## config.mk

```make
export PLATFORM = sky130hd
export DESIGN_NAME = mem_access
export DESIGN_NICKNAME = d
export VERILOG_FILES = /design/src/rtl/mem_access.sv
export SDC_FILE = /design/constraint.sdc
export NUM_CORES = 1
export LEC_CHECK = 0
export CAP_MARGIN = 10
export CORE_MARGIN = 4
export CORE_UTILIZATION = 48
export CTS_CLUSTER_DIAMETER = 80
export DETAILED_ROUTE_END_ITERATION = 12
export GPL_TIMING_DRIVEN = 0
export PLACE_DENSITY = 0.86
export RECOVER_POWER = 25
export SYNTH_ARGS = -nofsm -noshare
export SYNTH_HDL_FRONTEND = slang
export SYNTH_SLANG_ARGS = --single-unit
```

## constraint.sdc

```tcl
create_clock -name i_clk -period 6.2 [get_ports i_clk]
set_clock_uncertainty 0.1 [all_clocks]
set_input_delay 1.24 -clock i_clk [delete_from_list [all_inputs] [get_ports i_clk]]
set_output_delay 1.24 -clock i_clk [all_outputs]
set_load 0.02 [all_outputs]
```

## src/rtl/mem_access.sv

```systemverilog
// Memory-access stage: captures execute results, runs one data-memory load/store over
// req/gnt/rvalid, aligns/extends load data and hands a single-cycle result to writeback.
module mem_access #(
  parameter int DATA_WIDTH    = 32,
  parameter int ADDRESS_WIDTH = 32,
  parameter int REG_NUM       = 32,
  parameter int TIMEOUT       = 64,
  localparam int RD_W         = $clog2(REG_NUM)
) (
  input  logic                     i_clk,
  input  logic                     i_rst_n,
  input  logic                     i_valid,
  output logic                     o_ready,
  input  logic [ADDRESS_WIDTH-1:0] i_pc,
  input  logic [DATA_WIDTH-1:0]    i_alu_result,
  input  logic [DATA_WIDTH-1:0]    i_store_data,
  input  logic                     i_mem_read,
  input  logic                     i_mem_write,
  input  logic [2:0]               i_funct3,
  input  logic [RD_W-1:0]          i_rd,
  input  logic                     i_ecall,
  output logic                     o_dmem_req,
  output logic                     o_dmem_we,
  output logic [ADDRESS_WIDTH-1:0] o_dmem_addr,
  output logic [3:0]               o_dmem_be,
  output logic [DATA_WIDTH-1:0]    o_dmem_wdata,
  input  logic                     i_dmem_gnt,
  input  logic                     i_dmem_rvalid,
  input  logic [DATA_WIDTH-1:0]    i_dmem_rdata,
  output logic                     o_valid,
  output logic [ADDRESS_WIDTH-1:0] o_pc,
  output logic [RD_W-1:0]          o_rd,
  output logic [DATA_WIDTH-1:0]    o_wb_data,
  output logic                     o_misaligned,
  output logic                     o_bus_err,
  output logic                     o_ecall
);

  // state | meaning
  // IDLE  | ready for a new instruction from execute
  // REQ   | data-memory request outstanding, waiting for gnt
  // RESP  | load granted, waiting for rvalid (bounded by TIMEOUT)
  // DONE  | one-cycle result pulse to writeback
  localparam logic [1:0] S_IDLE = 2'd0;
  localparam logic [1:0] S_REQ  = 2'd1;
  localparam logic [1:0] S_RESP = 2'd2;
  localparam logic [1:0] S_DONE = 2'd3;

  localparam int CNT_W = $clog2(TIMEOUT + 1);
  localparam logic [CNT_W-1:0] CNT_LAST = CNT_W'(TIMEOUT - 1);

  logic [1:0]               r_state;
  logic [ADDRESS_WIDTH-1:0] r_pc;
  logic [RD_W-1:0]          r_rd;
  logic                     r_ecall;
  logic [2:0]               r_funct3;
  logic [ADDRESS_WIDTH-1:0] r_addr;
  logic [DATA_WIDTH-1:0]    r_store_data;
  logic                     r_we;
  logic [CNT_W-1:0]         r_cnt;
  logic [DATA_WIDTH-1:0]    r_wb_data;
  logic                     r_misaligned;
  logic                     r_bus_err;

  logic [1:0]               w_off;
  logic [DATA_WIDTH-1:0]    w_rshift;
  logic [DATA_WIDTH-1:0]    w_load_data;
  logic [3:0]               w_be;
  logic [DATA_WIDTH-1:0]    w_wdata;
  logic                     w_in_mem;
  logic                     w_in_mis;

  assign w_off = r_addr[1:0];

  // funct3[1:0]: 00 byte, 01 half, 1x word (reserved encodings fall into word)
  always_comb begin
    w_be    = 4'b1111;
    w_wdata = r_store_data;
    case (r_funct3[1:0])
      2'b00: begin
        w_be    = 4'b0001 << w_off;
        w_wdata = {4{r_store_data[7:0]}};
      end
      2'b01: begin
        w_be    = 4'b0011 << w_off;
        w_wdata = {2{r_store_data[15:0]}};
      end
      default: ;
    endcase
  end

  always_comb begin
    w_rshift    = i_dmem_rdata >> {w_off, 3'b000};
    w_load_data = i_dmem_rdata;
    case (r_funct3[1:0])
      2'b00:   w_load_data = r_funct3[2] ? {24'd0, w_rshift[7:0]}
                                         : {{24{w_rshift[7]}}, w_rshift[7:0]};
      2'b01:   w_load_data = r_funct3[2] ? {16'd0, w_rshift[15:0]}
                                         : {{16{w_rshift[15]}}, w_rshift[15:0]};
      default: w_load_data = i_dmem_rdata;
    endcase
  end

  assign w_in_mem = i_mem_read | i_mem_write;

  always_comb begin
    w_in_mis = 1'b0;
    case (i_funct3[1:0])
      2'b00:   w_in_mis = 1'b0;
      2'b01:   w_in_mis = i_alu_result[0];
      default: w_in_mis = (i_alu_result[1:0] != 2'b00);
    endcase
  end

  always_ff @(posedge i_clk or negedge i_rst_n) begin
    if (!i_rst_n) begin
      r_state      <= S_IDLE;
      r_pc         <= '0;
      r_rd         <= '0;
      r_ecall      <= 1'b0;
      r_funct3     <= '0;
      r_addr       <= '0;
      r_store_data <= '0;
      r_we         <= 1'b0;
      r_cnt        <= '0;
      r_wb_data    <= '0;
      r_misaligned <= 1'b0;
      r_bus_err    <= 1'b0;
    end else begin
      case (r_state)
        S_IDLE: begin
          if (i_valid) begin
            r_pc         <= i_pc;
            r_rd         <= i_rd;
            r_ecall      <= i_ecall;
            r_funct3     <= i_funct3;
            r_addr       <= i_alu_result;
            r_store_data <= i_store_data;
            r_we         <= i_mem_write;
            r_cnt        <= '0;
            r_misaligned <= 1'b0;
            r_bus_err    <= 1'b0;
            if (!w_in_mem) begin
              r_wb_data <= i_alu_result;
              r_state   <= S_DONE;
            end else if (w_in_mis) begin
              r_wb_data    <= '0;
              r_misaligned <= 1'b1;
              r_state      <= S_DONE;
            end else begin
              r_state <= S_REQ;
            end
          end
        end
        S_REQ: begin
          if (i_dmem_gnt) begin
            if (r_we) begin
              r_wb_data <= '0;
              r_state   <= S_DONE;
            end else begin
              r_cnt   <= '0;
              r_state <= S_RESP;
            end
          end
        end
        S_RESP: begin
          // data arriving on the final allowed cycle wins over the timeout
          if (i_dmem_rvalid) begin
            r_wb_data <= w_load_data;
            r_state   <= S_DONE;
          end else if (r_cnt == CNT_LAST) begin
            r_wb_data <= '0;
            r_bus_err <= 1'b1;
            r_state   <= S_DONE;
          end else begin
            r_cnt <= r_cnt + 1'b1;
          end
        end
        S_DONE: begin
          r_misaligned <= 1'b0;
          r_bus_err    <= 1'b0;
          r_state      <= S_IDLE;
        end
        default: r_state <= S_IDLE;
      endcase
    end
  end

  assign o_ready      = (r_state == S_IDLE);
  assign o_valid      = (r_state == S_DONE);
  assign o_dmem_req   = (r_state == S_REQ);
  assign o_dmem_we    = (r_state == S_REQ) & r_we;
  assign o_dmem_addr  = {r_addr[ADDRESS_WIDTH-1:2], 2'b00};
  assign o_dmem_be    = w_be;
  assign o_dmem_wdata = w_wdata;
  assign o_pc         = r_pc;
  assign o_rd         = r_rd;
  assign o_ecall      = r_ecall;
  assign o_wb_data    = r_wb_data;
  assign o_misaligned = r_misaligned;
  assign o_bus_err    = r_bus_err;

endmodule
```

==> flow_summary.yaml <==
run_status:
  status: "finished with violations"
  failed_checks: "capacitance limit, slew limit"
timing:
  rsz0062_at_grt: "no"
  post-route-period-util_pct: 71.37
  hold_viol_final: 0
  finalSetupTns_ps: 0
  timing.fmax_ghz: 0.2260
  period_needed_ps: 4425
  max-slew-margin-rel_pct: -128.8
  finalSetupViolations: 0
  fin_ws_ps: 1775
  tightest_slew_ps: 3432
  drv_slew: 61
route:
  ant_nets: 0
  drt_iter0_drc: 610
  vias: 6588
  drc: 0
  wl_per_cell_um: 21.30
  drtPass1Iterations: 5
  wl_um: 24900
  via_per_inst: 5.636
placement:
  place.gp.congestion: 0.9283
  dp.final_hpwl_um: 18720
  io_buffers: 285
  post-place-cells: 1138
  pre_cts_ws_ps: 2219
  placed_area_um2: 10740
pwr:
  ir_worst_vdd_uv: 430.5
  sequentialPowerShare_pct: 26.6
  pwr-share-comb_pct: 58.4
  pwr-share-clk_pct: 15.0
  power.leakage_nw: 4.644
  finalPower_w: 0.006488
  power.switching_w: 0.002586
  intPower_w: 0.003901
  power_density_nw_per_um2: 575.1
  swShare_pct: 39.87
die:
  fp.dieW_um: 133.7
  core_area_um2: 15370
  die_area_um2: 17890
  row_count: 45
  io_pins: 288
  start_util_pct: 49.37
  die_y_um: 133.7
critical_path:
  cp-start-kind: "flop"
  worstSetupEndpointType: "output pin"
  path_class: "flop to output pin"
  critical-path-max-stage-delay_ps: 610
  cp.required_ps: 4860
  r2r_start: "r_state[0]"
  path_max_fanout: 10
  crit_arrival_ps: 3080
  rrSetupSlack_ps: 3440
  crit_top_cell: "clkbuf_1"
  critPathSlowestCell: "clkbuf_1"
  crit_buf_inv: 4
  cp.depth: 5
  critPathTopFamily: "buffers and inverters"
  r2r_cells: 6
  setup.worst_path.start: "r_funct3[1]"
  reg2reg_to: "r_store_data[14]"
  crit_path_cell_trace: "clkbuf_1, clkbuf_1, clkbuf_1, mux2_2, clkdlybuf4s50_1"
yosys:
  netlist_instances: 640
  yosysWarnings: 0
  ys_ff_latch: 149
  synth_common_cells: "dfrtp_1 (149), mux2_2 (143), buf_4 (41), a31oi_1 (35), o21ai_0 (35)"
  synth_largest_area_cell: "dfrtp_1"
  synth-seq-area-share_pct: 49.13
  ys.flop_type: "dfrtp_1"
  ys_types: 55
  synth_most_common_cell: "dfrtp_1"
  synth_edf_count: 0
  async_flop_share_pct: 100.0
  netlist.area_leader.share_pct: 49.13
  syn-cell-area_um2: 7589
  syn_avg_cell_area_um2: 11.86
  yosys-top-cells-area: "dfrtp_1 (49%), mux2_2 (21%), buf_4 (4.1%)"
worst_hold_path:
  hold_end: "r_store_data[16]"
  hold_start: "r_store_data[16]"
  hold_path.class: "flop to flop"
  whs_path_depth: 1
clocking:
  cts_tree: "done"
  cts.sinks: 149
  clk_latency_ps: 420
  post_cts_resized: 0
  cts_buffers: 17
  hold_buffers: 0
  cts_setup_buffers: 0
  cts_root_buf: "clkbuf_16"
  cts_buffer_depth: 2
  cts.clk_slew.worst_paths_ps: 60
  h-tree-depth: 4
global_routing:
  gr-usage-all-layers_pct: 27.53
  gr-total-overflow: 0
  grt_max_degree: 90
  antenna_found_initial: 1
  grt_pass1_wl_um: 37990
  grt_pass1_vias: 6769
finish:
  nets: 1096
  layout-drive-gt1-share_pct: 24.22
  antenna_cells: 0
  syn_to_final_growth_pct: 48.66
  finalInstanceArea_um2: 11280
  instances_no_fill: 1169
job:
  max_cap_violations: 1
==> stage by stage <==
stage / util [%] / hold slack, ps
final: 73.39 / 400.4
after global routing: 73.39 / 410.3
after CTS: 73.44 / 402.4
after detailed placement: 69.86 / 388.2
after floorplan: - / 373.7
after global placement: 69.67 / 381.8
==> cells in the final DEF (no fill, tap or decap), types with 3 or more instances in the layout <==
cell type,count
o22ai_1,9
a21oi_1,14
o21ai_0,35
nor2_1,5
clkbuf_1,29
nand3b_1,14
clkinvlp_4,3
mux2i_1,16
clkdlybuf4s50_1,284
inv_1,10
a221oi_1,5
buf_2,4
a211oi_1,4
nor2b_1,3
o31ai_1,5
nand2b_1,4
nand3_1,6
clkbuf_16,17
nand2_1,24
ha_1,6
clkinv_4,3
o21bai_1,5
a22oi_1,23
and3_1,3
buf_4,41
dfrtp_1,149
a31oi_1,35
clkinv_2,4
buf_1,9
mux2_2,143
or4_1,5
==> worst register-to-register path, cell delays in order, from the launching register on <==
cell and delay (ps):
dfrtp_1 400, inv_1 110, ha_1 300, nand2_1 300, buf_1 510, clkbuf_1 530, mux2_2 410
==> layout make-up <==
class | instances | area [um2]
inverter | 10 | 37.54
timing repair buffer | 286 | 2874
clock buffer | 19 | 442.9
tap | 211 | 264.0
clock inverter | 12 | 107.6
multi-input combinational | 399 | 3341
fill | 1032 | 4090
buffer | 83 | 485.5
sequential | 149 | 3729
==> power by group through the flow <==
stage | sequential, W | combinational, W | clock [W]
global route | 0.00178 | 0.00401 | 0.00102
CTS | 0.00172 | 0.00380 | 0.000983
detailed placement | 0.00174 | 0.00377 | 0
finish | 0.00173 | 0.00379 | 0.000974
floorplan | 0.00193 | 0.00198 | 0
global placement | 0.00171 | 0.00371 | 0
==> worst max-delay path by stage <==
| stage | end | slack, ps |
|---|---|---|
| final | o_dmem_wdata[20] | 1780 |
| after CTS | o_dmem_wdata[20] | 1750 |
| after global placement | r_addr[10] | -2350 |
| after global routing | o_misaligned | 1550 |
| after detailed placement | o_dmem_wdata[20] | 2220 |
| after floorplan | o_dmem_be[1] | 3200 |
==> state kept, by name, summed over array words and instances, names as in the netlist, 2 cells and up <==
register      cells
r_funct3          3
r_cnt             7
r_store_data     32
o_rd              5
r_state           2
o_wb_data        32
r_addr           32
o_pc             32
==> logic make-up after synthesis <==
family / share of synthesized area, %
multiplexers: 23.63
AO/OA/AOI/OAI: 13.57
flip-flops: 49.13
other: 0.04942
adder cells (fa/ha/maj): 0.9893
AND/OR/NAND/NOR: 5.738
buffers and inverters: 6.892
==> metal layers <==
layer / global-route usage (%) / wire [um] / up-vias
li1: - / - / 2963
met1: 31.27 / 9097 / 3209
met2: 47.22 / 12500 / 355
met3: 10.46 / 2626 / 59
met4: 10.23 / 669 / 2
met5: 0 / 8 / -
Note: power is estimated with default switching activity, not from simulation.
